### config.mk
export PLATFORM = sky130hd
export DESIGN_NAME = led_fader
export DESIGN_NICKNAME = d
export VERILOG_FILES = /design/src/rtl/led_fader.sv
export SDC_FILE = /design/constraint.sdc
export NUM_CORES = 1
export LEC_CHECK = 0
export BUFFER_PORTS_ARGS = -buffer_cell sky130_fd_sc_hd__buf_4
export CORE_MARGIN = 2
export CORE_UTILIZATION = 35
export DETAILED_ROUTE_END_ITERATION = 16
export GPL_ROUTABILITY_DRIVEN = 0
export HOLD_SLACK_MARGIN = 0.12
export PLACE_DENSITY = 0.53
export SKIP_CTS_REPAIR_TIMING = 1
export SLEW_MARGIN = 20
export SYNTH_ARGS = -nofsm -noshare
export SYNTH_HDL_FRONTEND = slang
export SYNTH_SLANG_ARGS = --single-unit
### constraint.sdc
create_clock -name clk -period 2.95 [get_ports clk]
set_input_delay 0.295 -clock clk [delete_from_list [all_inputs] [get_ports clk]]
set_output_delay 0.295 -clock clk [all_outputs]
set_load 0.01 [all_outputs]
### src/rtl/led_fader.sv
// led_fader: eight LEDs fade toward the latest accepted on/off pattern, with a shared 15-cycle PWM.
// Build option: define LED_FADER_GAMMA_EN to map each brightness level through a perceptual gamma table.
module led_fader #(
  parameter int RAMP_DIV = 1024
) (
  input  logic       clk,
  input  logic       rst_n,
  input  logic [7:0] in_pattern,
  input  logic       in_valid,
  output logic       in_ready,
  output logic [7:0] led_out
);

  typedef enum logic {IDLE, RAMP} state_t;

  localparam logic [15:0] DIV_LAST = 16'(RAMP_DIV - 1);

  state_t      state_q;
  logic        ready_q;
  logic [7:0]  target_q;
  logic [15:0] div_cnt_q;
  logic [3:0]  pwm_cnt_q;
  logic [7:0]  led_q;
  logic [3:0]  level_q [8];
  logic [3:0]  level_d [8];
  logic [3:0]  duty    [8];
  logic [7:0]  done_after_step;
  logic [7:0]  done_for_new;
  logic        accept;
  logic        step;

`ifdef LED_FADER_GAMMA_EN
  function automatic logic [3:0] gamma(input logic [3:0] lv);
    logic [3:0] g;
    case (lv)
      4'd0, 4'd1, 4'd2: g = 4'd0;
      4'd3, 4'd4, 4'd5: g = 4'd1;
      4'd6, 4'd7:       g = 4'd2;
      4'd8:             g = 4'd3;
      4'd9:             g = 4'd4;
      4'd10:            g = 4'd5;
      4'd11:            g = 4'd6;
      4'd12:            g = 4'd8;
      4'd13:            g = 4'd10;
      4'd14:            g = 4'd12;
      default:          g = 4'd15;
    endcase
    return g;
  endfunction
`endif

  assign accept = in_valid && ready_q;
  assign step   = (state_q == RAMP) && (div_cnt_q == DIV_LAST);

  // Per-LED saturating step toward the target endpoint, plus endpoint detection.
  generate
    for (genvar gi = 0; gi < 8; gi++) begin : g_led
      always_comb begin
        level_d[gi] = level_q[gi];
        if (target_q[gi] && level_q[gi] != 4'd15) begin
          level_d[gi] = level_q[gi] + 4'd1;
        end else if (!target_q[gi] && level_q[gi] != 4'd0) begin
          level_d[gi] = level_q[gi] - 4'd1;
        end
      end

      assign done_after_step[gi] = (level_d[gi] == (target_q[gi] ? 4'd15 : 4'd0));
      assign done_for_new[gi]    = (level_q[gi] == (in_pattern[gi] ? 4'd15 : 4'd0));

`ifdef LED_FADER_GAMMA_EN
      assign duty[gi] = gamma(level_q[gi]);
`else
      assign duty[gi] = level_q[gi];
`endif
    end
  endgenerate

  always_ff @(posedge clk or negedge rst_n) begin
    if (!rst_n) begin
      state_q   <= IDLE;
      ready_q   <= 1'b1;
      target_q  <= '0;
      div_cnt_q <= '0;
      pwm_cnt_q <= '0;
      led_q     <= '0;
      for (int i = 0; i < 8; i++) level_q[i] <= '0;
    end else begin
      pwm_cnt_q <= (pwm_cnt_q == 4'd14) ? 4'd0 : pwm_cnt_q + 4'd1;
      for (int i = 0; i < 8; i++) led_q[i] <= (pwm_cnt_q < duty[i]);

      case (state_q)
        IDLE: begin
          if (accept) begin
            target_q  <= in_pattern;
            div_cnt_q <= '0;
            // A pattern matching the current endpoints leaves the block ready.
            if (done_for_new != 8'hFF) begin
              state_q <= RAMP;
              ready_q <= 1'b0;
            end
          end
        end
        RAMP: begin
          if (step) begin
            div_cnt_q <= '0;
            for (int i = 0; i < 8; i++) level_q[i] <= level_d[i];
            if (&done_after_step) begin
              state_q <= IDLE;
              ready_q <= 1'b1;
            end
          end else begin
            div_cnt_q <= div_cnt_q + 16'd1;
          end
        end
        default: begin
          state_q <= IDLE;
          ready_q <= 1'b1;
        end
      endcase
    end
  end

  assign in_ready = ready_q;
  assign led_out  = led_q;

endmodule

==> summary.md, run 1 <==
| Metric | Value |
|---|---|
| Outcome | completed |
| Post-DP Area | about 5900 um2 |
| Routed vias/inst | 5.67 |
| Max-slew headroom | a little under two fifths |
| Critical path fanouts, max | 10 |
| Final core utilization | 39.2% |
| Sequential area share after synthesis | a little under a third |
| Number of global-route vias before repair | 4712 |
| Synth cell types | 81 |
| CP Capture Type | register |
| Clock Sinks | 70 |
| Setup TNS | 0 ns |
| CTS tree | done |
| Die Width | 131 um |
| Initial Util | 35.6% |
| All-layer global routing usage | 17.2% |
| Ant diodes | 0 |
| Ys flop type | dfrtp_1 |
| Ports | 20 |
| Core footprint | 15800 um2 |
| Fin. max-slew vios | 0 |
| Row count | 46 |
| Fillers | 1574 |
| IO Port Bufs | 19 |
| DR iter-0 viols | 392 |
| Antenna violations before repair | 0 |
| Kind of critical path | reg -> reg |
| Number of cells produced by synthesis | between 600 and 700 |
| Unrepaired setup endpoints after global routing | no |
| Xor/xnor cell area share of the yosys netlist | 2.96% |
| YS warnings | 0 |
| Grt ovf | 0 |
| CTS buffer count | 9 |
| Largest net degree at the start of global routing | 71 |
| Post-DRT Antenna Nets | 0 |
| Worst Hold Class | in -> async |
| Flop-to-flop setup slack | about 0.36 ns |
| Post-route cell area | 6200 um2 |
| Post-DP HPWL | 9.63 mm |
| WL/cell | 15.3 um |
| Crit path launch type | register |
| Final nets | 730 |
| DR pass1 iterations | 5 |
| Clk pin slew, worst setup/hold paths | 0.06 ns |
| Fmax achieved | 0.386 GHz |
| Mux contribution to synthesized area | 4.05% |
| Root Buffer | clkbuf_16 |
| Final Setup Violations | 0 |
| Post-synthesis compound-gate area fraction | between 20% and 30% |
| Adder-cell area share of the yosys netlist | under 10% |
| Largest family of logic cells by synthesized area | simple AND/OR/NAND/NOR gates |
| Reg2reg end | state_q$_DFF_PN0_ |
| Required time at the worst-slack endpoint | 3.16 ns |
| Mean Syn Cell Area | about 8.2 um2 |
| Clk Latency, worst-skew pair | 0.34 ns |
| Max cap viols | 0 |
| EDFF count, synth | 0 |
| RR Startpoint | duty[16]$_DFFE_PN0P_ |
| Die area | 17100 um2 |
| Via count | 5095 |
| CTS max path bufs | 2 |
| Synth async-reset ratio | 100% |
| First-pass GRT wire length | about 23 mm |
| Fin crit share | 87.8% |
| Final WL | 13.7 mm |
| Arr. time, crit path | 2.80 ns |
| Syn Nets | 735 |
| Final Hold Fails | 0 |
| Area growth syn-to-layout | 10.2% |
| Minimum clock period | 2.59 ns |
| Power per cell area | between 300 and 400 nW/um2 |
| Slew @ Worst Pin | 0.942 ns |
| Worst r2r path cells | 9 |
| Post-synthesis simple-gate area fraction | 23.7% |
| H-tree depth | 3 |
| Leakage | 2.62 nW |
| Worst ir drop on vdd | 0.283 mV |
| Residual DRC | 0 |
| Worst Skew | between 0.008 and 0.009 ns |
| Die Ht | around 130 um |
| #FFs+latches synth | 70 |
| Layout cell share with drive strength beyond 1 | between 10% and 20% |
| Synth Cell Area | 5630 um2 |
==> metal layers <==
metal  routed length (um)  GRT usage [%]  vias to the layer above
met2                 6100           25.9                      127
met5                    0              0                        -
li1                     -              -                     2499
met4                  378           7.45                        0
met3                  541           2.65                       26
met1                 6720           24.6                     2443
==> flip-flops by register name, summed over array words and instances, names as in the netlist <==
name,flops
in_ready,1
pwm_cnt_q,4
state_q,1
target_q,8
div_cnt_q,16
led_out,8
duty,32
==> critical path, cell delays in order (launching register included) <==
cell       delay [ns]
dfrtp_1          0.49
inv_1            0.16
ha_1             0.31
nor4b_1          0.20
or2_1            0.27
a2111oi_0        0.39
mux2i_1          0.15
a21oi_1          0.17
nand4_2          0.14
a2bb2oi_2        0.18
==> worst max-delay path by stage <==
stage	start	to	slack, ns	depth (start not counted)
after floorplan	duty[16]$_DFFE_PN0P_	state_q$_DFF_PN0_	0.55	10
after global placement	duty[16]$_DFFE_PN0P_	state_q$_DFF_PN0_	0.51	9
after detailed placement	duty[16]$_DFFE_PN0P_	state_q$_DFF_PN0_	0.35	9
after CTS	duty[16]$_DFFE_PN0P_	state_q$_DFF_PN0_	0.33	9
after global routing	duty[16]$_DFFE_PN0P_	state_q$_DFF_PN0_	0.05	9
final	duty[16]$_DFFE_PN0P_	state_q$_DFF_PN0_	0.36	9
==> through the flow <==
step / setup WS (ns) / total power, mW / hold WS [ns] / cells
2_1_floorplan: 0.555 / 0.983 / -0.000591 / 683
3_3_place_gp: 0.509 / 1.02 / 0.491 / 883
3_5_place_dp: 0.355 / 1.02 / 0.500 / 883
4_1_cts: 0.334 / 2.11 / 0.143 / 898
5_1_grt: 0.0491 / 2.15 / 0.176 / 898
6_report: 0.360 / 2.06 / 0.0972 / 898
==> layout by cell type (no fill, tap or decap), types with 4 or more instances in the layout <==
master	netlist	final
or4_1	4	4
o21a_1	7	7
buf_4	3	24
nand4_1	19	19
o31ai_1	10	10
mux2_2	8	8
a21oi_1	42	42
o21ai_0	58	58
a221oi_1	5	5
mux2i_1	10	10
nor2b_1	7	7
o21ai_1	6	6
a21o_1	9	9
nand3_1	37	37
a211oi_1	4	4
a31oi_1	11	11
dfrtp_1	69	69
nor3b_1	6	6
clkbuf_8	0	4
ha_1	41	41
clkbuf_16	0	9
xnor2_1	16	16
nand2b_1	15	15
nand2_1	54	54
nor2_1	50	50
inv_1	38	38
o22ai_1	13	13
nor4_1	4	4
nor3_1	11	11
or2_2	8	8
and3_1	10	10
a22o_1	4	4
==> cell type report <==
cell class,count,area (um2),share of cell area [%]
sequential,70,1750,28.3
tap,216,270,4.36
timing repair buffer,25,200,3.23
clock buffer,15,288,4.64
multi-input combinational,532,3540,57.1
inverter,40,150,2.42
==> cell usage after synthesis (all sizes together), types with 3 or more instances <==
library cell / number / share of area, %
or4: 5 / 0.73
o22ai: 13 / 1.4
a21oi: 42 / 3.7
a22o: 4 / 0.62
a211oi: 4 / 0.53
nor3b: 6 / 0.80
xnor2: 16 / 2.5
dfrtp: 69 / 31
nor4b: 3 / 0.47
nand4b: 3 / 0.47
mux2: 9 / 1.9
buf: 14 / 1.5
nand2b: 15 / 1.7
mux2i: 10 / 1.8
a221oi: 6 / 1.0
o31ai: 10 / 1.3
xor2: 3 / 0.47
o21a: 7 / 0.93
a31oi: 11 / 1.2
nand2: 55 / 3.8
nor2: 51 / 3.5
a21o: 9 / 1.2
nand4: 20 / 2.3
a22oi: 3 / 0.40
and3: 10 / 1.1
a21boi: 3 / 0.47
or2: 10 / 1.1
nor2b: 7 / 0.78
clkbuf: 27 / 1.8
nor4: 5 / 0.82
nor3: 12 / 1.2
nand3: 39 / 3.6
ha: 41 / 9.1
o21ai: 65 / 5.8
inv: 39 / 2.6
==> power by group <==
part,switching (mW),total (mW),internal (mW)
logic,0.0300,0.0415,0.0115
clock network,0.402,1.06,0.657
registers,0,0.961,0.961
total,0.432,2.06,1.63
==> cell families (layout without fill, tap and decap cells) <==
kind of cell | after synthesis | after routing
compound gates | 203 | 203
flops | 70 | 70
mux | 20 | 20
fa+ha+maj | 41 | 41
xor+xnor | 19 | 19
simple gates | 249 | 249
buf+inv | 81 | 80
Power figures use the tool's default switching activity.
==> inputs of run 2 (changes only) <==
ABC_AREA = 1   (was unset)
==> run 2 against run 1 <==
  * Combinational power grew 1%
  * Sequential power is essentially flat
  * Clock skew grew 0.0014 ns
  * Routed wire length shrank 6.5%
  * Power is essentially flat
  * Critical endpoint unchanged
  * Clock-buffer cell count shrank 2
  * Sequential share of layout area grew 1.3 points
  * Area after synthesis shrank 5.7%
  * Via count shrank 3.9%
  * Worst hold slack gained 0.014 ns
  * Core utilization grew 0.23 points
  * Largest cell class unchanged
  * Die area shrank 5.5%
==> summary.md, run 2 <==
| Metric | Value |
|---|---|
| Synth async-reset ratio | 100% (unchanged) |
| Top post-synthesis cells by area | dfrtp_1 33%, nand2_1 16%, ha_1 9.7%, nand3_1 7.5%, inv_1 6.2% |
| Via count | 4898 (-3.9%) |
| Clock power frac | 51.4% (about the same) |
| Number of cells produced by synthesis | 755 (+11%) |
| CTS tree | done |
| Clk pin slew, worst setup/hold paths | 0.06 ns (about the same) |
| Post-synthesis simple-gate area fraction | 33.5% (+9.9 points) |
| Grt ovf | 0 (unchanged) |
| Fin. max-slew vios | 0 (unchanged) |
| IO Port Bufs | 19 (unchanged) |
| Largest net degree at the start of global routing | 71 (unchanged) |
| Most common cell after layout, fill and taps aside | nand2_1 |
| Pre-CTS setup slack | 0.894 ns (+0.540 ns) |
| Post-synthesis compound-gate area fraction | 13.7% (-9.4 points) |
| Yosys top cell area share | 32.5% (+1.9 points) |
| Worst Skew | 0.00973 ns (+0.00142 ns) |
| First-pass GRT wire length | 21.8 mm (-6.9%) |
| Kind of critical path | reg -> reg |
| Required time at the worst-slack endpoint | 3.18 ns (+0.02 ns) |
| Sequential area share after synthesis | 33.0% (+1.9 points) |
| Max cap viols | 0 (unchanged) |
| Initial Util | 35.3% (-0.26 points) |
| Critical path fanouts, max | 5 (-5) |
| Max-slew headroom | 35.9% (-1.3 points) |
| Adder-cell area share of the yosys netlist | 9.67% (+0.55 points) |
| Leakage | 3.00 nW (+15%) |
| CP Capture Type | register |
| Final nets | 829 (+14%) |
| Fillers | 1501 (-4.6%) |
| Max reg flops | 32 (unchanged) |
| Fin crit share | 70.3% (-17 points) |
| #FFs+latches synth | 70 (unchanged) |
| Mean Syn Cell Area | 7.03 um2 (-15%) |
| Slew @ Worst Pin | 0.962 ns (+0.0199 ns) |
| Worst ir drop on vdd | 0.226 mV (-20%) |
| Post-DP HPWL | 9.25 mm (-4.0%) |
| Die Ht | 127 um (-2.8%) |
| Sw Pwr | 0.452 mW (+4.7%) |
| Final Setup Violations | 0 (unchanged) |
| Synth Cell Area | 5310 um2 (-5.7%) |
| Area leader, netlist | dfrtp_1 |
| Outcome | completed |
| Layout cell share with drive strength beyond 1 | 10.2% (-0.77 points) |
| Final WS setup | 0.876 ns (+0.516 ns) |
| Pint | 1.61 mW (-1.3%) |
| Crit path launch type | register |
| Mux contribution to synthesized area | 0% (-4.0 points) |
| Ys flop type | dfrtp_1 |
| Setup TNS | 0 ns (unchanged) |
| Power per cell area | 348 nW/um2 (+4.6%) |
| CTS buffer count | 9 (unchanged) |
| Post-DRT Antenna Nets | 0 (unchanged) |
| Unrepaired setup endpoints after global routing | no |
| Residual DRC | 0 (unchanged) |
| Syn Nets | 807 (+9.8%) |
| Ant diodes | 0 (unchanged) |
| Most frequent cells in the layout | 232 x nand2_1, 88 x inv_1, 80 x nand3_1 |
| H-tree depth | 3 (unchanged) |
| EDFF count, synth | 0 (unchanged) |
| CTS max path bufs | 2 (unchanged) |
| Flop pwr share | 46.6% (about the same) |
| Die area | 16200 um2 (-5.5%) |
| Worst Hold Class | in -> async |
| YS warnings | 0 (unchanged) |
| DR iter-0 viols | 428 (+9.2%) |
| Minimum clock period | 2.07 ns (-0.516 ns) |
| Commonest cells in the netlist | 232 x nand2_1, 88 x inv_1, 80 x nand3_1 |
| Clock Sinks | 70 (unchanged) |
| Comb power frac | 2.0% (about the same) |
| Xor/xnor cell area share of the yosys netlist | 1.98% (-0.98 points) |
| Largest family of logic cells by synthesized area | simple AND/OR/NAND/NOR gates |
| WL/cell | 13.2 um (-13%) |
| Number of global-route vias before repair | 4640 (-1.5%) |
| Most common cell in the netlist | nand2_1 |
| Core footprint | 15000 um2 (-5.0%) |
| Fmax achieved | 0.482 GHz (+25%) |
| Final WL | 12.8 mm (-6.5%) |
| Antenna violations before repair | 0 (unchanged) |
| Root Buffer | clkbuf_16 |
| DR pass1 iterations | 5 (unchanged) |
| Area growth syn-to-layout | 11.6% |
| Sw Ratio | 21.9% (+1.0 points) |
| Routed vias/inst | 5.05 (-11%) |
| All-layer global routing usage | 16.6% (-0.58 points) |
| Final Hold Fails | 0 (unchanged) |
| Ports | 20 (unchanged) |
| Row count | 45 (-2.2%) |
| Die Width | 127 um (-2.8%) |
| Clk Latency, worst-skew pair | 0.34 ns (about the same) |
| Arr. time, crit path | 2.30 ns (-0.50 ns) |
| Synth cell types | 45 (-44%) |
-- run 2: cell count changes in the layout (fill, tap and decap cells not counted), sizes merged, moves of 15 or more --
cell    before  now
inv         39   97
nand2b      15    0
xnor2       16    1
nand2       55  241
nand3       39   82
a21oi       42   23
-- run 2: worst paths after layout --
path / cells after the start / endpoint / startpoint / slack, ns
max in group asynchronous: 1 / div_cnt_q[7]$_DFFE_PN0P_ / rst_n / 2.21
min: 1 / duty[21]$_DFFE_PN0P_ / rst_n / 0.11
max reg2reg: 14 / state_q$_DFF_PN0_ / duty[8]$_DFFE_PN0P_ / 0.88
min in group clk: 3 / target_q[6]$_DFFE_PN0P_ / in_pattern[6] / 0.19
max: 14 / state_q$_DFF_PN0_ / duty[8]$_DFFE_PN0P_ / 0.88
min reg2reg: 2 / div_cnt_q[13]$_DFFE_PN0P_ / div_cnt_q[13]$_DFFE_PN0P_ / 0.48
-- run 2: kinds of logic (layout without fill, tap and decap cells) --
logic type / Yosys count / after routing
flip-flops: 70 / 70
XOR/XNOR: 12 / 12
AO/OA/AOI/OAI: 125 / 125
buffers and inverters: 107 / 134
adder cells (fa/ha/maj): 41 / 41
AND/OR/NAND/NOR: 400 / 400
-- run 2: per-stage QoR --
step / instances / cell area, um2 / power [mW] / hold WS [ns] / util, %
finish: 970 / 5920 / 2.06 / 0.111 / 39.4
global placement: 954 / 5640 / 1.02 / 0.464 / 37.5
CTS: 970 / 5920 / 2.10 / 0.152 / 39.4
global route: 970 / 5920 / 2.13 / 0.197 / 39.4
floorplan: 755 / 5310 / 0.984 / -0.000591 / -
detailed placement: 954 / 5640 / 1.02 / 0.472 / 37.5
-- run 2: power groups by stage --
| stage | clock (mW) | sequential (mW) | combinational [mW] |
|---|---|---|---|
| floorplan | 0 | 0.978 | 0.00609 |
| global placement | 0 | 0.978 | 0.0434 |
| detailed placement | 0 | 0.978 | 0.0440 |
| CTS | 1.10 | 0.960 | 0.0441 |
| global route | 1.13 | 0.960 | 0.0480 |
| finish | 1.06 | 0.960 | 0.0421 |
-- run 2: per-layer routing --
| layer | routed length [um] | track usage [%] | up-vias |
|---|---|---|---|
| met5 | 0 | 0 | - |
| met4 | 339 | 7.43 | 0 |
| met3 | 403 | 2.18 | 21 |
| met2 | 5660 | 26.3 | 111 |
| met1 | 6440 | 22.8 | 2232 |
| li1 | - | - | 2534 |
-- run 2: layout make-up --
| class | count | area, um2 | share of cell area, % |
|---|---|---|---|
| Multi-Input combinational cell | 578 | 3130 | 52.8 |
| Sequential cell | 70 | 1750 | 29.6 |
| Inverter | 97 | 364 | 6.15 |
| Clock buffer | 13 | 270 | 4.56 |
| Tap cell | 188 | 235 | 3.97 |
| Timing Repair Buffer | 21 | 158 | 2.66 |
| Clock inverter | 3 | 17.5 | 0.296 |
-- run 2: worst max-delay path, stage by stage, from the launching register on --
cell	delay, ns
dfrtp_1	0.41
inv_1	0.12
ha_1	0.23
nand2_1	0.08
nand2_1	0.11
o21ai_0	0.18
inv_1	0.06
nand2_1	0.10
nand3_1	0.10
nand2_1	0.07
nand2_1	0.05
nor2_1	0.23
nand3_1	0.11
nand2_1	0.07
nand2_1	0.05
